==> src/rtl/vga_timing_gen.sv <==
// VGA raster timing generator: pixel/line counters with registered syncs, blanking and frame pulses.
// Optional macro VGA_SYNC_DELAY_EN adds one register stage on hs/vs/blank to align with a registered RGB path.
module vga_timing_gen #(
  parameter int H_VISIBLE = 640,
  parameter int H_FP      = 16,
  parameter int H_SYNC    = 96,
  parameter int H_BP      = 48,
  parameter int V_VISIBLE = 480,
  parameter int V_FP      = 10,
  parameter int V_SYNC    = 2,
  parameter int V_BP      = 33
) (
  input  logic       vga_clk,
  input  logic       reset,
  output logic       hs,
  output logic       vs,
  output logic       blank,
  output logic [9:0] DrawX,
  output logic [9:0] DrawY,
  output logic       line_start,
  output logic       frame_start,
  output logic [7:0] frame_count
);

  localparam int H_TOTAL = H_VISIBLE + H_FP + H_SYNC + H_BP;
  localparam int V_TOTAL = V_VISIBLE + V_FP + V_SYNC + V_BP;
  localparam int HW      = (H_TOTAL > 2) ? $clog2(H_TOTAL) : 1;
  localparam int VW      = (V_TOTAL > 2) ? $clog2(V_TOTAL) : 1;

  localparam logic [HW-1:0] H_LAST    = HW'(H_TOTAL - 1);
  localparam logic [HW-1:0] H_VIS_END = HW'(H_VISIBLE);
  localparam logic [HW-1:0] H_SYNC_LO = HW'(H_VISIBLE + H_FP);
  localparam logic [HW-1:0] H_SYNC_HI = HW'(H_VISIBLE + H_FP + H_SYNC - 1);
  localparam logic [VW-1:0] V_LAST    = VW'(V_TOTAL - 1);
  localparam logic [VW-1:0] V_VIS_END = VW'(V_VISIBLE);
  localparam logic [VW-1:0] V_SYNC_LO = VW'(V_VISIBLE + V_FP);
  localparam logic [VW-1:0] V_SYNC_HI = VW'(V_VISIBLE + V_FP + V_SYNC - 1);

  logic [HW-1:0] h_q, h_d;
  logic [VW-1:0] v_q, v_d;
  logic          hs_q, hs_d;
  logic          vs_q, vs_d;
  logic          blank_q, blank_d;
  logic          line_start_q, line_start_d;
  logic          frame_start_q, frame_start_d;
  logic [7:0]    frame_count_q, frame_count_d;
  logic          armed_q, armed_d;
  logic          h_wrap;
  logic          v_wrap;

  // Outputs are decoded from the next counter values so they register in step with DrawX/DrawY.
  always_comb begin
    h_wrap        = (h_q == H_LAST);
    v_wrap        = h_wrap && (v_q == V_LAST);
    h_d           = h_wrap ? '0 : h_q + 1'b1;
    v_d           = v_q;
    frame_count_d = frame_count_q;
    armed_d       = armed_q;
    if (h_wrap) begin
      v_d = v_wrap ? '0 : v_q + 1'b1;
    end
    // The wrap out of the reset position starts frame 0 and is not counted as a completed frame.
    if (v_wrap) begin
      armed_d = 1'b1;
      if (armed_q) begin
        frame_count_d = frame_count_q + 8'd1;
      end
    end
    hs_d          = !((h_d >= H_SYNC_LO) && (h_d <= H_SYNC_HI));
    vs_d          = !((v_d >= V_SYNC_LO) && (v_d <= V_SYNC_HI));
    blank_d       = (h_d < H_VIS_END) && (v_d < V_VIS_END);
    line_start_d  = (h_d == '0);
    frame_start_d = (h_d == '0) && (v_d == '0);
  end

  always_ff @(posedge vga_clk) begin
    if (reset) begin
      h_q           <= H_LAST;
      v_q           <= V_LAST;
      hs_q          <= 1'b1;
      vs_q          <= 1'b1;
      blank_q       <= 1'b0;
      line_start_q  <= 1'b0;
      frame_start_q <= 1'b0;
      frame_count_q <= '0;
      armed_q       <= 1'b0;
    end else begin
      h_q           <= h_d;
      v_q           <= v_d;
      hs_q          <= hs_d;
      vs_q          <= vs_d;
      blank_q       <= blank_d;
      line_start_q  <= line_start_d;
      frame_start_q <= frame_start_d;
      frame_count_q <= frame_count_d;
      armed_q       <= armed_d;
    end
  end

  assign DrawX       = 10'(h_q);
  assign DrawY       = 10'(v_q);
  assign line_start  = line_start_q;
  assign frame_start = frame_start_q;
  assign frame_count = frame_count_q;

`ifdef VGA_SYNC_DELAY_EN
  logic hs_dly_q, hs_dly_d;
  logic vs_dly_q, vs_dly_d;
  logic blank_dly_q, blank_dly_d;

  always_comb begin
    hs_dly_d    = hs_q;
    vs_dly_d    = vs_q;
    blank_dly_d = blank_q;
  end

  always_ff @(posedge vga_clk) begin
    if (reset) begin
      hs_dly_q    <= 1'b1;
      vs_dly_q    <= 1'b1;
      blank_dly_q <= 1'b0;
    end else begin
      hs_dly_q    <= hs_dly_d;
      vs_dly_q    <= vs_dly_d;
      blank_dly_q <= blank_dly_d;
    end
  end

  assign hs    = hs_dly_q;
  assign vs    = vs_dly_q;
  assign blank = blank_dly_q;
`else
  assign hs    = hs_q;
  assign vs    = vs_q;
  assign blank = blank_q;
`endif

endmodule

==> config.mk <==
export PLATFORM = sky130hd
export DESIGN_NAME = vga_timing_gen
export DESIGN_NICKNAME = d
export VERILOG_FILES = /design/src/rtl/vga_timing_gen.sv
export SDC_FILE = /design/constraint.sdc
export NUM_CORES = 1
export LEC_CHECK = 0
export CAP_MARGIN = 0
export CORE_ASPECT_RATIO = 0.6
export CORE_UTILIZATION = 30
export CTS_BUF_LIST = sky130_fd_sc_hd__clkbuf_4
export DETAILED_ROUTE_END_ITERATION = 16
export PLACE_DENSITY = 0.48
export SLEW_MARGIN = 20
export SYNTH_ARGS = -nofsm -noshare
export SYNTH_HDL_FRONTEND = slang
export SYNTH_SLANG_ARGS = --single-unit
export TNS_END_PERCENT = 20
==> constraint.sdc <==
create_clock -name vga_clk -period 3.89 [get_ports vga_clk]
set_clock_uncertainty 0.05 [all_clocks]
set_input_delay 1.167 -clock vga_clk [delete_from_list [all_inputs] [get_ports vga_clk]]
set_output_delay 1.167 -clock vga_clk [all_outputs]
set_load 0.02 [all_outputs]
## Word-level counts from Yosys, hierarchy flattened

Index checks and enable logic that the tools add are counted.

- Register bits: 34
- Output and inout bits: 33

- Add/subtract/negate cells: 3
- Order comparisons: 6
- Equality and inequality tests: 2
- Muxes and demuxes: 3
- Reduce and logical (&&, ||, !) cells: 10

Operators by type and width:

| cell | number |
|---|---|
| $mux 10 | 3 |
| $add 10x1->10 const B | 2 |
| $eq 10x10->1 const B | 2 |
| $logic_not 10->1 | 2 |
| $ge 10x10->1 const B | 1 |
| $ge 10x9->1 const B | 1 |
| $le 10x10->1 const B | 1 |
| $le 10x9->1 const B | 1 |
| $lt 10x10->1 const B | 1 |
| $lt 10x9->1 const B | 1 |
| $add 8x1->8 const B | 1 |
| $logic_and 1x1->1 | 5 |
| $logic_not 1->1 | 2 |
| $reduce_and 2->1 | 1 |

## Logic depth before layout (Yosys ltp)

Gate-level depths: netlist (run 1).

- Depth in word-level cells: 7
- Mapped depth: 9

## Worst setup path after synthesis (run 1)

OpenSTA, ideal clock, no wires.

- Path kind: reg-to-reg
- Start: reg h_q[5] (netlist: DrawX[5])
- End: reg vs_q (netlist: vs)
- Library setup time: 0.127 ns
- Arrival time: 2.271 ns
- Setup slack: 1.442 ns
- Cell stages (with the launch flop): 8
- Path through: dfxtp_1 -> buf_2 -> or4b_4 -> nor4_4 -> nand3_1 -> xor2_1 -> o21bai_2 -> or3_1

- Word-level cells in the longest chain between the ends: 7
- Elaborated cells between the ends (all ways): 8
- Classes of those cells: order compare: 2; eq/ne: 1; mux: 2; reduce/logical: 3

Ends and longest elaborated chain:

| item | RTL line | RTL |
|---|---|---|
| from (decl) | 39 | `logic [HW-1:0] h_q, h_d;` |
| from (signal assigned) | 78 | `h_q <= H_LAST;` |
| from (signal assigned) | 88 | `h_q <= h_d;` |
| $eq 10x10->1 * | 53 | `h_wrap = (h_q == H_LAST);` |
| $logic_and 1x1->1 | 54 | `v_wrap = h_wrap && (v_q == V_LAST);` |
| $mux 10 | 60 | `v_d = v_wrap ? '0 : v_q + 1'b1;` |
| $mux 10 * | 59 | `if (h_wrap) begin` |
| $ge 10x9->1 or $le 10x9->1 (tied branches) | 70 | `vs_d = !((v_d >= V_SYNC_LO) && (v_d <= V_SYNC_HI));` |
| $logic_and 1x1->1 * | 70 |  |
| $logic_not 1->1 * | 70 |  |
| to (signal assigned) | 91 | `vs_q <= vs_d;` |
| to (decl) | 42 | `logic vs_q, vs_d;` |

Mark *: on every way between the ends. The rest lies on a longest branch, timed or not.
A chain may end at the register's enable or synchronous reset.

## Worst setup path after layout (run 1)

- Start: reg h_q[6] (netlist: DrawX[6])
- End: out DrawX[6]

RTL lines:

| item | RTL line | RTL |
|---|---|---|
| to (decl) | 18 | `output logic [9:0] DrawX,` |

No word-level cell between the ends.

==> results of run 1 <==
==> sequential cells by signal, summed over array words and instances, names as in the netlist <==
signal / cells
frame_count: 8
blank: 1
DrawX: 10
vs: 1
hs: 1
line_start: 1
armed_q: 1
DrawY: 10
frame_start: 1
==> layer usage <==
layer | track usage (%) | wire length (um)
met1 | 26.8 | 2800
met2 | 17.7 | 1590
met3 | 3.69 | 179
met4 | 4.23 | 24
met5 | 0 | 0
==> cell usage in the layout, fill, tap and decap left out, types with 2 or more instances in the layout <==
cell type and n:
dfxtp_1 34, clkdlybuf4s50_1 34, nand2_1 19, nand3_1 17
nor2_1 16, xor2_1 13, xnor2_1 9, a21oi_1 8
nand4_1 7, inv_1 6, nor3_1 6, clkbuf_4 6
or3_1 5, o21ai_0 5, ha_1 5, a21o_1 4
nor2b_1 4, nand2b_1 4, nor4_1 3, and3_1 3
o31ai_1 3, and3_2 2, a211o_1 2, nor3b_1 2
o211ai_1 2, buf_4 2
==> cell type report <==
type                            instances  share of cell area, %
Clock inverter                          2                  0.384
Clock buffer                            6                   1.98
Tap cell                               80                   4.39
Timing Repair Buffer                   36                   15.6
Sequential cell                        34                   29.9
Inverter                                6                  0.988
Multi-Input combinational cell        161                   46.8
==> cell families after synthesis <==
logic type                 after synthesis
and+or+nand+nor                        101
DFF                                     34
buffers and inverters                   22
xor gates and xnor gates                22
AOI/OAI and AO/OA                       32
muxes                                    1
adders and majority gates                5
==> how the worst max path moves through the flow <==
stage | start | endpoint | slack, ns
floorplan | DrawX[5] | vs | 1.44
global placement | reset | hs | 1.02
detailed placement | reset | frame_start | 0.93
CTS | DrawX[6] | DrawX[6] | 1.02
global route | DrawX[1] | vs | 0.83
finish | DrawX[6] | DrawX[6] | 1.04
==> report_power, final <==
group | switching [uW] | total (uW) | leakage (uW) | internal [uW]
logic | 341 | 584 | 0.000543 | 243
clock network | 121 | 196 | 0.0000331 | 75.0
registers | 103 | 502 | 0.000277 | 398
==> through the flow <==
stage / instance area, um^2 / instances / utilization (%) / worst slack [ns]
after global placement: 2220 / 317 / 38.7 / 1.02
after global routing: 2280 / 325 / 39.6 / 0.834
final: 2280 / 325 / 39.6 / 1.04
after CTS: 2280 / 325 / 39.6 / 1.02
after detailed placement: 2220 / 317 / 38.7 / 0.928
after floorplan: 1850 / 217 / - / 1.44
==> impl_metrics.csv, run 1 <==
group,metric,value,unit
run_status,outcome,"finished, final reports clean",
yosys,async_flop_share,0,%
floorplanning,ios,35,
global_route,grt-ovfl-total,0,
place,numPortBuffers,34,
clock_network,post_cts_buffers,0,
clock_network,clk_pin_slew_worst_paths,0.11,ns
yosys,synth_top_area_cell,"dfxtp_1",
sta,setup_viol,0,
critical_path,worst-path-buf-inv,1,
detailed_routing,ant_nets,0,
clock_network,ctsHoldBuffers,0,
yosys,synth_xor_area_share,10.4,%
critical_path,crit_path_max_incr_delay,0.70,ns
power_and_ir_drop,p_leak,0.000853,uW
flow_run,maxCapViolations,0,
finish,num_antenna_cells,0,
floorplanning,fp.dieH,62.9,um
clock_network,htree_levels,2,
detailed_routing,via_count,1566,
detailed_routing,vias_per_cell,4.82,
yosys,synth-simple-area-share,31.5,%
yosys,synth_top_area_share,36.7,%
worst_hold_path,hold_path_end,"frame_count[7]",
floorplanning,start_util,32.2,%
detailed_routing,routedWlPerCell,14.1,um
critical_path,cp_max_fo,11,
critical_path,end_kind,"primary output",
yosys,synth_edf_count,0,
place,gp_congestion,0.744,
detailed_routing,wl,4600,um
critical_path,rrSetupSlack,1.07,ns
floorplanning,die_area,6510,um^2
global_route,grt_pass1_vias,1428,
finish,layout.nets,251,
yosys,yosysMostFrequentCell,"dfxtp_1",
sta,max_freq,351,MHz
critical_path,worst-setup-path-type,"flip-flop to primary output",
clock_network,cts_buffer_depth,2,
power_and_ir_drop,cellPowerDensity,562,nW/um^2
yosys,synth_cell_types,48,
yosys,synth_top_family_by_area,"simple AND/OR/NAND/NOR gates",
global_route,antenna_found_initial,0,
critical_path,required,2.67,ns
clock_network,cts_root_buffer,"clkbuf_4",
worst_hold_path,holdPathStages,2,
critical_path,slowest_stage,"clkdlybuf4s50_1",
critical_path,reg2reg_from,"DrawX[1]",
critical_path,crit_chain,"clkdlybuf4s50_1",
sta,finalCritPeriodShare,73.2,%
worst_hold_path,hold_path.startpoint,"frame_count[7]",
sta,finalHoldViolCount,0,
sta,final.min_clock_period,2.85,ns
clock_network,numCtsBuffers,5,
clock_network,clock_latency,0.33,ns
power_and_ir_drop,finalPower,1280,uW
yosys,synth_area,1850,um^2
yosys,synth_nets,224,
yosys,synth_compound_area_share,11.7,%
finish,multiInputGateArea,1070,um^2
critical_path,r2r_end,"vs",
floorplanning,rows,21,
critical_path,critical_path.top_delay_family,"buffers and inverters",
yosys,synth.area.mux_share,0.540,%
place,dp_hpwl,3360,um
global_route,grt_pass1_wl,7690,um
detailed_routing,dr.pass1.iters,4,
power_and_ir_drop,ir_drop,233,uV
floorplanning,dieWidth,103,um
yosys,synthFlopType,"dfxtp_1",
yosys,ys_top_cells_by_count,"dfxtp_1, nand2_1, nand3_1",
global_route,grt_max_degree,15,
critical_path,path_depth,1,
yosys,ys_warn_count,0,
detailed_routing,drtIter0Drc,100,
finish,area_growth,23.0,%
finish,fill_cells,579,
sta,timing.hold.ws,0.439,ns
sta,rsz0062_at_grt,"false",
critical_path,start_kind,"flip-flop",
clock_network,cts_resized,0,
yosys,avgSynthCellArea,8.54,um^2
critical_path,ff2ff_path_depth,7,
yosys,yosysSeqAreaShare,36.7,%
yosys,synth_adder_area_share,3.38,%
finish,seqCellArea,681,um^2
yosys,ys_ff_latch,34,
global_route,grt_use_total,15.6,%
sta,setup_tns,0,ns
sta,tightest_slew,0.627,ns
floorplanning,core_area,5750,um^2
yosys,syn-instance-count,217,
clock_network,cts_tree,"built",
clock_network,cts_sinks,34,
sta,slew_headroom,58.1,%
critical_path,arrival,1.63,ns
worst_hold_path,hold_class,"flip-flop to flip-flop",
finish,layout-drive-gt1-share,8.57,%
yosys,synth_area_leaders,"dfxtp_1, xor2_1, nand3_1",
detailed_routing,drcViolationCount,0,
sta,slew_viol_final,0,
Note: power is estimated with default switching activity, not from simulation.
==> run 2, diff against run 1 <==
--- a/config.mk
+++ b/config.mk
@@ -10,7 +10,7 @@
 export CORE_UTILIZATION = 30
 export CTS_BUF_LIST = sky130_fd_sc_hd__clkbuf_4
 export DETAILED_ROUTE_END_ITERATION = 16
-export PLACE_DENSITY = 0.48
+export PLACE_DENSITY = 0.5
 export SLEW_MARGIN = 20
 export SYNTH_ARGS = -nofsm -noshare
 export SYNTH_HDL_FRONTEND = slang
==> constraint.sdc (replaced) <==
create_clock -name vga_clk -period 2.4 [get_ports vga_clk]
set_clock_uncertainty 0.05 [all_clocks]
set_input_delay 0.72 -clock vga_clk [delete_from_list [all_inputs] [get_ports vga_clk]]
set_output_delay 0.72 -clock vga_clk [all_outputs]
set_load 0.02 [all_outputs]
==> run 2 against run 1 <==
Net effect: sequential power is 44% higher; sequential share of layout area shrank 2.7 points; cell count is 8.3% higher; clock power rose by 60%; flip-flop and latch count stayed put; final area up 10%; total power rose by 78%; non-clock buffer count rose by 27; via count rose by 7.5%; global-route usage up 0.14 points; first-iteration DRC count down 30%; wire length rose by 1.8%; critical path type unchanged; critical endpoint is now DrawX[7].
==> impl_metrics.csv, run 2 (synthesis gave the netlist of run 1 again) <==
group,metric,value,unit
run_status,outcome,"finished, final reports clean",
detailed_routing,vias_per_cell,4.78,
clock_network,cts_tree,"built",
finish,area_growth,35.6,%
finish,layout-drive-gt1-share,19.1,%
place,dp_hpwl,3590,um
clock_network,cts_root_buffer,"clkbuf_4",
global_route,grt_max_degree,14,
global_route,grt_pass1_wl,7820,um
power_and_ir_drop,internal_power,1330,uW
global_route,grt_pass1_vias,1538,
power_and_ir_drop,p_sw_share,41.8,%
place,gp_congestion,0.807,
sta,fin_ws,0.0972,ns
power_and_ir_drop,pwr-share-clk,13.8,%
floorplanning,core_area,5750,um^2
sta,finalCritPeriodShare,96.0,%
clock_network,cts_buffer_depth,2,
detailed_routing,ant_nets,0,
power_and_ir_drop,p_leak,0.00103,uW
critical_path,crit_chain,"buf_4 > clkdlybuf4s50_1",
critical_path,end_kind,"primary output",
finish,num_antenna_cells,0,
detailed_routing,drtIter0Drc,70,
power_and_ir_drop,finalPower,2280,uW
sta,final.min_clock_period,2.30,ns
critical_path,start_kind,"flip-flop",
critical_path,arrival,1.53,ns
sta,setup_viol,0,
critical_path,slowest_stage,"clkdlybuf4s50_1",
floorplanning,rows,21,
sta,max_freq,434,MHz
floorplanning,dieWidth,103,um
clock_network,htree_levels,2,
finish,final_cell_mix,"dfxtp_1, clkdlybuf4s50_1, buf_4, nand2_1, nand3_1",
detailed_routing,dr.pass1.iters,4,
clock_network,cts_sinks,34,
global_route,grt_use_total,15.8,%
critical_path,rrSetupSlack,0.17,ns
place,place_ws,-0.0206,ns
worst_hold_path,hold_class,"flip-flop to flip-flop",
floorplanning,die_area,6510,um^2
floorplanning,fp.dieH,62.9,um
detailed_routing,drcViolationCount,0,
detailed_routing,wl,4680,um
clock_network,ctsHoldBuffers,0,
clock_network,clock_latency,0.33,ns
clock_network,clk_pin_slew_worst_paths,0.11,ns
critical_path,cp_max_fo,8,
critical_path,required,1.63,ns
critical_path,crit_path_max_incr_delay,0.61,ns
sta,rsz0062_at_grt,"false",
place,numPortBuffers,34,
detailed_routing,routedWlPerCell,13.3,um
clock_network,numCtsBuffers,5,
detailed_routing,via_count,1684,
power_and_ir_drop,pwr-share-comb,54.5,%
sta,tightest_slew,0.408,ns
flow_run,maxCapViolations,0,
floorplanning,ios,35,
global_route,antenna_found_initial,0,
sta,slew_viol_final,0,
power_and_ir_drop,ir_drop,427,uV
finish,mostFrequentLayoutCell,"dfxtp_1",
power_and_ir_drop,power_switching,952,uW
floorplanning,start_util,32.2,%
global_route,grt-ovfl-total,0,
sta,slew_headroom,72.6,%
critical_path,worst-setup-path-type,"flip-flop to primary output",
power_and_ir_drop,cellPowerDensity,908,nW/um^2
sta,finalHoldViolCount,0,
power_and_ir_drop,p_seq_share,31.7,%
finish,layout.nets,278,
run 2: cell types whose count changed in the layout (fill, tap and decap cells not counted), moves of 2 or more:
cell | previous run | this run
buf_4 | 2 | 29
dlymetal6s2s_1 | 0 | 2
nor4_2 | 1 | 3
clkdlybuf4s50_1 | 34 | 32
nor4_1 | 3 | 1
run 2: timing repair:
item | in CTS | in global routing
setup endpoints to repair | 0 | 7
gates resized for setup | 0 | 7
hold endpoints to repair | 0 | 0
setup buffers | 0 | 1
run 2: final timing paths:
check,from,endpoint,depth (start not counted)
setup / recovery,DrawX[7],DrawX[7],2
hold reg to reg,frame_count[7],frame_count[7],2
hold / removal,frame_count[7],frame_count[7],2
setup reg to reg,DrawX[5],vs,5
run 2: critical path, delay by kind of cell, from the launching register on:
kind                   cells  cell delay (ns)
buffers and inverters      2             0.79
flip-flops                 1             0.40
run 2: power by group through the flow:
stage               Clock [uW]  Sequential [uW]  Combinational [uW]
finish                     314              722                1240
global route               353              738                1350
CTS                        327              717                1200
detailed placement           0              731                1190
global placement             0              732                1200
floorplan                    0              829                 670
run 2: routing by layer:
layer / global-route usage, % / routed length, um
met2: 18.4 / 1680
met5: 0 / 0
met3: 4.25 / 246
met1: 26.5 / 2730
met4: 3.70 / 24
run 2: stage by stage:
stage / instances / utilization [%] / setup TNS (ns) / hold slack [ns] / instance area (um^2)
after global routing: 352 / 43.7 / 0 / 0.487 / 2510
after CTS: 351 / 43.0 / 0 / 0.454 / 2470
final: 352 / 43.7 / 0 / 0.452 / 2510
after detailed placement: 343 / 42.1 / -0.0206 / 0.439 / 2420
after global placement: 343 / 42.1 / -0.0289 / 0.433 / 2420
after floorplan: 217 / - / 0 / 0.420 / 1850
run 2: final cells by class:
type                       count  area, um^2
fill                         597        3240
multi-input combinational    161        1090
sequential                    34         682
timing repair buffer          63         563
tap                           80         100
clock buffer                   6        45.0
inverter                       6        22.5
clock inverter                 2        8.76
